## config.mk

```make
export PLATFORM = sky130hd
export DESIGN_NAME = l1_miss_handler_flat
export DESIGN_NICKNAME = d
export VERILOG_FILES = /design/src/rtl/cache_pkg.sv /design/src/rtl/l1_miss_handler_if.sv /design/src/rtl/block_fill_buffer.sv /design/src/rtl/l1_miss_handler.sv /design/src/flat_wrapper.sv
export SDC_FILE = /design/constraint.sdc
export NUM_CORES = 2
export LEC_CHECK = 0
export CORE_AREA = 5 5 523 525
export CTS_CLUSTER_SIZE = 14
export DETAILED_ROUTE_END_ITERATION = 6
export DIE_AREA = 0 0 528 530
export PLACE_DENSITY_LB_ADDON = 0.05
export SLEW_MARGIN = 20
export SYNTH_ARGS = -nofsm -noshare
export SYNTH_HDL_FRONTEND = slang
export SYNTH_HIERARCHICAL = 1
export SYNTH_SLANG_ARGS = --single-unit
```

## constraint.sdc

```tcl
create_clock -name clk -period 9.72 [get_ports clk]
set_input_delay 0.972 -clock clk [delete_from_list [all_inputs] [get_ports clk]]
set_output_delay 0.972 -clock clk [all_outputs]
set_load 0.01 [all_outputs]
```

## src/rtl/cache_pkg.sv

```systemverilog
// Shared L1 geometry, miss-handler state encoding and the single-word mask.
package cache_pkg;
    localparam int ADDRESSIZE    = 32;
    localparam int WORDSIZE      = 32;
    localparam int BLOCK_OFFSET  = 4;
    localparam int NUM_OF_BLOCKS = 2**BLOCK_OFFSET;
    localparam int BLOCKSIZE     = NUM_OF_BLOCKS*WORDSIZE;
    localparam int OFFSETSIZE    = 2;
    // word index sits at [IDX_LSB +: BLOCK_OFFSET], block tag above TAG_LSB
    localparam int IDX_LSB       = OFFSETSIZE;
    localparam int TAG_LSB       = OFFSETSIZE + BLOCK_OFFSET;

    localparam logic [BLOCKSIZE-1:0] WORD_MASK =
        {{(BLOCKSIZE-WORDSIZE){1'b0}}, {WORDSIZE{1'b1}}};

    typedef enum logic [2:0] {
        ST_IDLE, ST_LOOKUP, ST_CHECK, ST_FILL,
        ST_REFILL, ST_STORE_MEM, ST_STORE_CACHE, ST_DONE
    } mh_state_e;
endpackage

```

## src/rtl/l1_miss_handler_if.sv

```systemverilog
// CPU, cache and memory signals of the miss handler in one bundle.
interface l1_miss_handler_if;
    import cache_pkg::*;

    logic                  cpu_req, cpu_we;
    logic [ADDRESSIZE-1:0] cpu_addr;
    logic [WORDSIZE-1:0]   cpu_wdata;
    logic                  cpu_busy, cpu_done;
    logic [WORDSIZE-1:0]   cpu_rdata;

    logic                  cache_r_en, cache_wr_en, cache_check_exist;
    logic [ADDRESSIZE-1:0] cache_address_read, cache_address_write;
    logic [BLOCKSIZE-1:0]  cache_data_in, cache_data_mask;
    logic                  cache_data_ready, cache_write_done;
    logic [WORDSIZE-1:0]   cache_data_out;

    logic                  mem_req, mem_we;
    logic [ADDRESSIZE-1:0] mem_addr;
    logic [WORDSIZE-1:0]   mem_wdata;
    logic                  mem_ack;
    logic [WORDSIZE-1:0]   mem_rdata;

    logic [15:0]           hit_cnt, miss_cnt;

    // master: the miss handler
    modport master (
        input  cpu_req, cpu_we, cpu_addr, cpu_wdata,
        output cpu_busy, cpu_done, cpu_rdata,
        output cache_r_en, cache_wr_en, cache_check_exist,
        output cache_address_read, cache_address_write, cache_data_in, cache_data_mask,
        input  cache_data_ready, cache_write_done, cache_data_out,
        output mem_req, mem_we, mem_addr, mem_wdata,
        input  mem_ack, mem_rdata,
        output hit_cnt, miss_cnt
    );

    modport slave (
        output cpu_req, cpu_we, cpu_addr, cpu_wdata,
        input  cpu_busy, cpu_done, cpu_rdata,
        input  cache_r_en, cache_wr_en, cache_check_exist,
        input  cache_address_read, cache_address_write, cache_data_in, cache_data_mask,
        output cache_data_ready, cache_write_done, cache_data_out,
        input  mem_req, mem_we, mem_addr, mem_wdata,
        output mem_ack, mem_rdata,
        input  hit_cnt, miss_cnt
    );
endinterface

```

## src/rtl/block_fill_buffer.sv

```systemverilog
// Assembles a cache block one word at a time during a miss fill.
module block_fill_buffer
    import cache_pkg::*;
(
    input  logic                    clk,
    input  logic                    clear_i,
    input  logic                    we_i,
    input  logic [BLOCK_OFFSET-1:0] idx_i,
    input  logic [WORDSIZE-1:0]     data_i,
    output logic [BLOCKSIZE-1:0]    block_o,
    output logic [WORDSIZE-1:0]     word_o
);
    logic [NUM_OF_BLOCKS-1:0][WORDSIZE-1:0] buf_q;

    // clear wins so an abandoned fill never leaves stale words behind
    always_ff @(posedge clk) begin
        if (clear_i)   buf_q <= '0;
        else if (we_i) buf_q[idx_i] <= data_i;
    end

    assign block_o = buf_q;
    assign word_o  = buf_q[idx_i];
endmodule

```

## src/rtl/l1_miss_handler.sv

```systemverilog
// Load/store front end for the L1: probe, fill on load miss, write-through stores.
module l1_miss_handler
    import cache_pkg::*;
(
    input  logic              clk,
    input  logic              reset,
    l1_miss_handler_if.master bus
);
    mh_state_e               state_q, state_d;
    logic [ADDRESSIZE-1:0]   addr_q;
    logic                    we_q;
    logic [WORDSIZE-1:0]     wdata_q, rdata_q, rdata_d;
    logic [BLOCK_OFFSET-1:0] idx_q, idx_d;
    logic [15:0]             hit_cnt_q, miss_cnt_q;

    logic                    accept, fill_wr;
    logic [BLOCK_OFFSET-1:0] word_sel, buf_idx;
    logic [BLOCKSIZE-1:0]    fill_block, store_mask, store_data;
    logic [WORDSIZE-1:0]     buf_word;

    assign word_sel = addr_q[IDX_LSB +: BLOCK_OFFSET];
    assign accept   = (state_q == ST_IDLE) && bus.cpu_req;
    assign fill_wr  = (state_q == ST_FILL) && bus.mem_ack;
    // buffer index is the fill pointer while filling, else the requested word
    assign buf_idx  = (state_q == ST_FILL) ? idx_q : word_sel;

    block_fill_buffer u_fill (
        .clk     (clk),
        .clear_i (~reset),
        .we_i    (fill_wr),
        .idx_i   (buf_idx),
        .data_i  (bus.mem_rdata),
        .block_o (fill_block),
        .word_o  (buf_word)
    );

    // state, request latch, fill index and saturating load counters
    always_ff @(posedge clk) begin
        if (!reset) begin
            state_q    <= ST_IDLE;
            addr_q     <= '0;
            we_q       <= 1'b0;
            wdata_q    <= '0;
            rdata_q    <= '0;
            idx_q      <= '0;
            hit_cnt_q  <= '0;
            miss_cnt_q <= '0;
        end else begin
            state_q <= state_d;
            idx_q   <= idx_d;
            rdata_q <= rdata_d;
            if (accept) begin
                addr_q  <= bus.cpu_addr;
                we_q    <= bus.cpu_we;
                wdata_q <= bus.cpu_wdata;
            end
            if (state_q == ST_CHECK) begin
                if (bus.cache_data_ready) begin
                    if (hit_cnt_q != 16'hFFFF) hit_cnt_q <= hit_cnt_q + 16'd1;
                end else begin
                    if (miss_cnt_q != 16'hFFFF) miss_cnt_q <= miss_cnt_q + 16'd1;
                end
            end
        end
    end

    // next-state, fill pointer and load-data capture
    always_comb begin
        state_d = state_q;
        idx_d   = idx_q;
        rdata_d = rdata_q;
        case (state_q)
            ST_IDLE:      if (bus.cpu_req) state_d = bus.cpu_we ? ST_STORE_MEM : ST_LOOKUP;
            ST_LOOKUP:    state_d = ST_CHECK;
            ST_CHECK: begin
                if (bus.cache_data_ready) begin
                    rdata_d = bus.cache_data_out;
                    state_d = ST_DONE;
                end else begin
                    idx_d   = '0;
                    state_d = ST_FILL;
                end
            end
            ST_FILL: begin
                if (bus.mem_ack) begin
                    idx_d = idx_q + 1'b1;
                    if (idx_q == BLOCK_OFFSET'(NUM_OF_BLOCKS-1)) state_d = ST_REFILL;
                end
            end
            ST_REFILL: begin
                if (bus.cache_write_done) begin
                    rdata_d = buf_word;
                    state_d = ST_DONE;
                end
            end
            ST_STORE_MEM:   if (bus.mem_ack) state_d = ST_STORE_CACHE;
            ST_STORE_CACHE: if (bus.cache_write_done) state_d = ST_DONE;
            ST_DONE:        state_d = ST_IDLE;
            default:        state_d = ST_IDLE;
        endcase
    end

    assign store_mask = WORD_MASK << (32'(word_sel) * WORDSIZE);
    assign store_data = BLOCKSIZE'(wdata_q) << (32'(word_sel) * WORDSIZE);

    // controls decode from state; addresses and data come from latched registers
    always_comb begin
        bus.cpu_busy            = (state_q != ST_IDLE);
        bus.cpu_done            = (state_q == ST_DONE);
        bus.cpu_rdata           = rdata_q;
        bus.cache_r_en          = (state_q == ST_LOOKUP);
        bus.cache_wr_en         = (state_q == ST_REFILL) || (state_q == ST_STORE_CACHE);
        bus.cache_check_exist   = (state_q == ST_STORE_CACHE);
        bus.cache_address_read  = addr_q;
        bus.cache_address_write = addr_q;
        bus.cache_data_in       = we_q ? store_data : fill_block;
        bus.cache_data_mask     = '0;
        if (state_q == ST_REFILL)      bus.cache_data_mask = '1;
        if (state_q == ST_STORE_CACHE) bus.cache_data_mask = store_mask;
        bus.mem_req             = (state_q == ST_FILL) || (state_q == ST_STORE_MEM);
        bus.mem_we              = (state_q == ST_STORE_MEM);
        bus.mem_addr            = we_q ? {addr_q[ADDRESSIZE-1:OFFSETSIZE], {OFFSETSIZE{1'b0}}}
                                       : {addr_q[ADDRESSIZE-1:TAG_LSB], idx_q, {OFFSETSIZE{1'b0}}};
        bus.mem_wdata           = wdata_q;
        bus.hit_cnt             = hit_cnt_q;
        bus.miss_cnt            = miss_cnt_q;
    end
endmodule

```

## src/flat_wrapper.sv

```systemverilog
// flat-port wrapper written by rule: the top's interface ports become plain ports
module l1_miss_handler_flat import cache_pkg::*;
  (clk, reset, bus_cpu_req, bus_cpu_we, bus_cpu_addr, bus_cpu_wdata, bus_cpu_busy, bus_cpu_done, bus_cpu_rdata, bus_cache_r_en, bus_cache_wr_en, bus_cache_check_exist, bus_cache_address_read, bus_cache_address_write, bus_cache_data_in, bus_cache_data_mask, bus_cache_data_ready, bus_cache_write_done, bus_cache_data_out, bus_mem_req, bus_mem_we, bus_mem_addr, bus_mem_wdata, bus_mem_ack, bus_mem_rdata, bus_hit_cnt, bus_miss_cnt);
  l1_miss_handler_if bus_i ();
  input  logic clk;
  input  logic reset;
  input wire logic [$bits(bus_i.cpu_req)-1:0] bus_cpu_req;
  input wire logic [$bits(bus_i.cpu_we)-1:0] bus_cpu_we;
  input wire logic [$bits(bus_i.cpu_addr)-1:0] bus_cpu_addr;
  input wire logic [$bits(bus_i.cpu_wdata)-1:0] bus_cpu_wdata;
  output wire logic [$bits(bus_i.cpu_busy)-1:0] bus_cpu_busy;
  output wire logic [$bits(bus_i.cpu_done)-1:0] bus_cpu_done;
  output wire logic [$bits(bus_i.cpu_rdata)-1:0] bus_cpu_rdata;
  output wire logic [$bits(bus_i.cache_r_en)-1:0] bus_cache_r_en;
  output wire logic [$bits(bus_i.cache_wr_en)-1:0] bus_cache_wr_en;
  output wire logic [$bits(bus_i.cache_check_exist)-1:0] bus_cache_check_exist;
  output wire logic [$bits(bus_i.cache_address_read)-1:0] bus_cache_address_read;
  output wire logic [$bits(bus_i.cache_address_write)-1:0] bus_cache_address_write;
  output wire logic [$bits(bus_i.cache_data_in)-1:0] bus_cache_data_in;
  output wire logic [$bits(bus_i.cache_data_mask)-1:0] bus_cache_data_mask;
  input wire logic [$bits(bus_i.cache_data_ready)-1:0] bus_cache_data_ready;
  input wire logic [$bits(bus_i.cache_write_done)-1:0] bus_cache_write_done;
  input wire logic [$bits(bus_i.cache_data_out)-1:0] bus_cache_data_out;
  output wire logic [$bits(bus_i.mem_req)-1:0] bus_mem_req;
  output wire logic [$bits(bus_i.mem_we)-1:0] bus_mem_we;
  output wire logic [$bits(bus_i.mem_addr)-1:0] bus_mem_addr;
  output wire logic [$bits(bus_i.mem_wdata)-1:0] bus_mem_wdata;
  input wire logic [$bits(bus_i.mem_ack)-1:0] bus_mem_ack;
  input wire logic [$bits(bus_i.mem_rdata)-1:0] bus_mem_rdata;
  output wire logic [$bits(bus_i.hit_cnt)-1:0] bus_hit_cnt;
  output wire logic [$bits(bus_i.miss_cnt)-1:0] bus_miss_cnt;
  assign bus_i.cpu_req = bus_cpu_req;
  assign bus_i.cpu_we = bus_cpu_we;
  assign bus_i.cpu_addr = bus_cpu_addr;
  assign bus_i.cpu_wdata = bus_cpu_wdata;
  assign bus_cpu_busy = bus_i.cpu_busy;
  assign bus_cpu_done = bus_i.cpu_done;
  assign bus_cpu_rdata = bus_i.cpu_rdata;
  assign bus_cache_r_en = bus_i.cache_r_en;
  assign bus_cache_wr_en = bus_i.cache_wr_en;
  assign bus_cache_check_exist = bus_i.cache_check_exist;
  assign bus_cache_address_read = bus_i.cache_address_read;
  assign bus_cache_address_write = bus_i.cache_address_write;
  assign bus_cache_data_in = bus_i.cache_data_in;
  assign bus_cache_data_mask = bus_i.cache_data_mask;
  assign bus_i.cache_data_ready = bus_cache_data_ready;
  assign bus_i.cache_write_done = bus_cache_write_done;
  assign bus_i.cache_data_out = bus_cache_data_out;
  assign bus_mem_req = bus_i.mem_req;
  assign bus_mem_we = bus_i.mem_we;
  assign bus_mem_addr = bus_i.mem_addr;
  assign bus_mem_wdata = bus_i.mem_wdata;
  assign bus_i.mem_ack = bus_mem_ack;
  assign bus_i.mem_rdata = bus_mem_rdata;
  assign bus_hit_cnt = bus_i.hit_cnt;
  assign bus_miss_cnt = bus_i.miss_cnt;
  l1_miss_handler u_core (.clk(clk), .reset(reset), .bus(bus_i));
endmodule
```

Word-level counts from Yosys, hierarchy flattened
Cells that the tools add are included.

Register bits: 648. Latch bits: 0. RAM bits: 0. Memory bits (read-only): 0. Input port bits: 135. Output and inout port bits: 1223. Word-level logic and storage cells: 89. Memories kept: 0.

Add/subtract/negate cells: 3. Multiply operators: 0. Div/mod/pow operators: 0. Order comparisons: 2. Eq/ne operators: 18. Shift-type cells: 2. Muxes and demuxes: 24. Bitwise gates (word level): 1. Reduce and logical (&&, ||, !) cells: 15.

Operators by type and width (count): two-way mux 512 bit (3); bitwise mux 512 bit (1); << shifter 32 x 9 -> 512 bit (1); << shifter 32 x 9 -> 512 bit (first input constant) (1); binary-select mux 32 bit (select 4 bit) (1); demux 32 bit (select 4 bit) (1); two-way mux 32 bit (4); case mux 32 bit (2 select lines) (1); adder 16 x 1 -> 16 bit (second input constant) (2); inequality test 16 bit (second input constant) (2); two-way mux 3 bit (7); case mux 3 bit (7 select lines) (1); equality test 3 bit (second input constant) (4); two-way mux 4 bit (3); inequality test 2 bit (second input constant) (6); AND reduction 3 bit (4); case mux 4 bit (2 select lines) (1); equality test 3 x 2 -> 1 bit (second input constant) (2); two-way mux 6 bit (1); < comparator 4 x 5 -> 1 bit (second input constant) (1); AND reduction 5 bit (1); adder 4 x 1 -> 4 bit (second input constant) (1); equality test 4 bit (second input constant) (1); >= comparator 4 x 1 -> 1 bit (second input constant) (1); other kinds (9) (14).

Longest topological paths before layout
Depth after elaboration: 7. Mapped depth: 13. Gate-level depth less buffers: 7.

Cells and area by module
Netlist, hierarchy kept.

Modules (own cells, without submodules): block_fill_buffer (times used 1, cells an instance 2690, area each 23297.3 um^2, sequential area each 10249.8 um^2); l1_miss_handler (times used 1, cells an instance 3048, area each 17246.5 um^2, sequential area each 2722.6 um^2).

Worst setup path after synthesis
OpenSTA, ideal clock, no wires.

Kind: register to output. Start: register u_core.state_q[0]. End: output port bus_cache_data_mask[193]. Arrival: 3.323 ns. Required time: 8.748 ns. Setup slack: 5.425 ns. Stages on the path, launching flop included: 6. Path buffers: 2. Cell sequence: dfxtp_1 > clkbuf_1 > nand3b_1 > or3_1 > o21ai_0 > buf_4.

Longest elaborated chain between the ends: 3. Elaborated cells on any way between the ends: 4. Those cells by class: 2 x eq/ne; 2 x mux.

RTL lines: start, declared (line l1_miss_handler.sv:9) `mh_state_e state_q, state_d;`; start signal, assigned (line l1_miss_handler.sv:49) `state_q <= state_d;`; equality test 3 bit (line l1_miss_handler.sv:118) `if (state_q == ST_REFILL) bus.cache_data_mask = '1;`; two-way mux 512 bit (line l1_miss_handler.sv:118); two-way mux 512 bit (*) (line l1_miss_handler.sv:119) `if (state_q == ST_STORE_CACHE) bus.cache_data_mask = store_mask;`; end, declared (line flat_wrapper.sv:20) `output wire logic [$bits(bus_i.cache_data_mask)-1:0] bus_cache_data_mask;`.

Mark *: on every way between the ends. The rest lies on a longest branch, timed or not.

Worst setup path in the final report
Start: register u_core.we_q. End: output port bus_cache_data_in[131].

Longest elaborated chain between the ends: 1.

RTL lines: start, declared (line l1_miss_handler.sv:11) `logic we_q;`; start signal, assigned (line l1_miss_handler.sv:54) `we_q <= bus.cpu_we;`; two-way mux 512 bit (line l1_miss_handler.sv:116) `bus.cache_data_in = we_q ? store_data : fill_block;`; end, declared (line flat_wrapper.sv:19) `output wire logic [$bits(bus_i.cache_data_in)-1:0] bus_cache_data_in;`.

Every way passes these cells.

==> metrics <==
Fillers=29,770; CP endpoint kind=output pin; global-route wire length before repair=between 400 and 500 mm; Pre-Repair DR Iteration Count=6; GP Congestion=between 0.7 and 0.8; Clock Latency Late Sink=~0.74 ns; final slew viol count=0; MaxCap Viol Count=0; total number of vias=43,620; Post-Syn Instances=around 5,700; Syn-to-layout area delta=38.62%; DRC violations left=0; clk slew on worst S/H paths=around 0.060 ns; Avg Inst Size Synth=slightly above 7 um^2; share of layout cells above drive strength 1=0.07578; Yosys reg bits=around 650; top cells by area, synth=dfxtp_1 32%, o21ai_0 13%, buf_4 10%; dominant cell type by area after synthesis=dfxtp_1; Worst setup startpoint=u_core/we_q$_SDFFE_PN0P_; clk buf depth=3; DPL Wire Length=about 230 mm; RSZ-0062 raised after global routing=no; post-cts sizing count=0; CTS tree=done; total power=roughly 11 mW; largest net degree at the start of global routing=between 150 and 200; die area=roughly 0.28 mm^2; Final Cycle Share=0.5909; most frequent cells in the layout=1,350 x clkdlybuf4s50_1, 1,033 x o21ai_0, 766 x nand2_1; CP startpoint kind=flop; Cell Area, Synth=just over 0.04 mm^2; worst slew pin tran=around 1.1 ns; VDD IR-drop max=roughly 0.00012 V; post-synth top area share=0.3200; cell area after layout=0.05620 mm^2; fmax=about 170 MHz; row cnt=~190; LEAKAGE=16.29 nW; post-place instance area=0.05313 mm^2; Hold Crit Class=reg2reg; final number of setup-violating endpoints=0; Post-CTS Setup Inserts=0; Required @ worst endpoint=about 9 ns; Ports=1,358; clk sinks=648; grt total ovfl=0; synth unique cells=57; DR iter-0 viols=3,724; outcome=finished, final reports clean; Worst R2R Path Depth=7; Power per Cell Area=between 150 and 200 mW/mm^2; TNS Setup=0 ns; synthesis warning total=6; Die H=between 500 and 600 um; DR WL/cell=approximately 33 um; Clock Skews=between 0.02 and 0.025 ns; post-synthesis sequential area ratio=0.3200; Synth async-reset ratio=0; Inserted Clock Buffers=between 90 and 100; endpoint arrival time on the critical path=4.77 ns; Initial Utilization=0.1508; CORE AREA=approximately 0.27 mm^2; vias in the first global route=41,250; Hold-fix buffers, CTS=0; worst-path fanout max=71; Final min period=~5.7 ns; antenna-violating nets left=0; RR Endpoint=u_core/u_fill/block_o[185]$_SDFFE_PP0P_; # port buffers=1,355; area of the multi-input gates=around 0.019 mm^2; crit path kind=reg2out; ys flop type=dfxtp_1; final net count=6,265; Post-synth EDFFs=0; Die W=528 um; endpoints failing hold=0; clk root buf=clkbuf_16; reg2reg start=u_core/state_q[1]$_SDFFE_PN0P_; initial antenna violation count=44; Worst slew margin=0.2435; GRT Resource Usage Total=0.2187; flop2flop setup slack=roughly 4.7 ns; CP endpoint=bus_cache_data_in[131]; most common cell after layout, fill and taps aside=clkdlybuf4s50_1; routed vias/inst=~4.5; FF/Latch Area=between 0.01 and 0.015 mm^2; CTS HTree Levels=3; Total Routed Length=about 320 mm
cell type report:
| cell class | count | area share |
|---|---|---|
| repair buffers | 1464 | 0.2561 |
| clock inverters | 22 | 0.004453 |
| well taps | 3570 | 0.07948 |
| multi-input cells | 3399 | 0.3439 |
| inverters | 519 | 0.03480 |
| diodes | 12 | 0.0005343 |
| flip-flops and latches | 648 | 0.2312 |
| clock buffers | 150 | 0.04953 |
how the worst min path moves through the flow:
| stage | slack [ns] | from | endpoint | depth (start not counted) |
|---|---|---|---|---|
| 3_3_place_gp | 0.44 | u_core/bus.mem_wdata[27]$_SDFFE_PN0P_ | u_core/bus.mem_wdata[27]$_SDFFE_PN0P_ | 2 |
| 5_1_grt | 0.50 | u_core/bus.mem_wdata[27]$_SDFFE_PN0P_ | u_core/bus.mem_wdata[27]$_SDFFE_PN0P_ | 2 |
| 2_1_floorplan | 0.46 | u_core/u_fill/block_o[320]$_SDFFE_PP0P_ | u_core/u_fill/block_o[320]$_SDFFE_PP0P_ | 2 |
| 4_1_cts | 0.46 | u_core/bus.mem_wdata[27]$_SDFFE_PN0P_ | u_core/bus.mem_wdata[27]$_SDFFE_PN0P_ | 2 |
| 3_5_place_dp | 0.45 | u_core/bus.mem_wdata[27]$_SDFFE_PN0P_ | u_core/bus.mem_wdata[27]$_SDFFE_PN0P_ | 2 |
| 6_report | 0.46 | u_core/bus.cache_address_read[2]$_SDFFE_PN0P_ | u_core/bus.cache_address_read[2]$_SDFFE_PN0P_ | 2 |
kinds of logic (layout without fill, tap and decap cells):
kind of cell,Yosys count,after routing,synth area share
AO/OA/AOI/OAI,1773,1773,0.2276
buffers and inverters,1692,2155,0.2137
AND/OR/NAND/NOR,1469,1469,0.1605
flip-flops,648,648,0.3200
multiplexers,148,148,0.07629
XOR/XNOR,4,4,0.0008642
adder cells (fa/ha/maj),3,3,0.0009259
other,1,14,0.00009249
report_power, final:
part | switching, mW | internal (mW) | total [mW]
clock | 1.52 | 2.04 | 3.56
combinational | 2.40 | 1.77 | 4.18
sequential | 0.260 | 2.75 | 3.02
total | 4.19 | 6.57 | 10.8
routing by layer:
layer | global-route usage | vias up | share of wire
met5 | 0 | - | 0.00027
met4 | 0.04129 | 14 | 0.019
met3 | 0.05288 | 219 | 0.074
met2 | 0.3496 | 1791 | 0.45
met1 | 0.3003 | 22080 | 0.46
li1 | - | 19520 | -
metrics by stage:
step	std cells	hold slack (ns)	setup WS [ns]	utilization
6_report	9784	0.4584	3.976	0.2090
5_1_grt	9773	0.5004	3.816	0.2089
4_1_cts	9772	0.4568	3.817	0.2089
3_5_place_dp	9600	0.4483	4.634	0.1976
3_3_place_gp	9599	0.4448	4.635	0.1975
2_1_floorplan	5739	0.4637	5.425	-
cells in the mapped netlist (all sizes together), types with 4 or more instances:
cell and number:
nand2 768, mux4 128, mux2 8, nand2b 14
and3b 5, or3b 4, nand3 532, nand3b 8
nand4 14, o21ai 1052, nor2 66, a311oi 32
a22oi 64, or3 9, nor3b 5, o31ai 9
clkbuf 452, dfxtp 648, buf 721, nor3 6
mux2i 12, or4 10, nor2b 5, nor4 5
a21oi 600, and2 5, inv 519
registers in the layout, indices dropped and copies added (netlist names):
name	cells
u_core/bus.cache_address_read	32
u_core/idx_q	4
u_core/bus.mem_wdata	32
u_core/bus.hit_cnt	16
u_core/bus.miss_cnt	16
u_core/state_q	3
u_core/u_fill/block_o	512
u_core/bus.cpu_rdata	32
u_core/we_q	1
critical path: stages, from the launching register on:
cell	delay (ns)
dfxtp_4	0.63
buf_4	0.66
or3b_2	0.63
nor2_4	0.40
buf_4	0.53
nand2_1	0.09
o21ai_0	0.21
clkdlybuf4s50_1	0.76
Note: power is estimated with default switching activity, not from simulation.
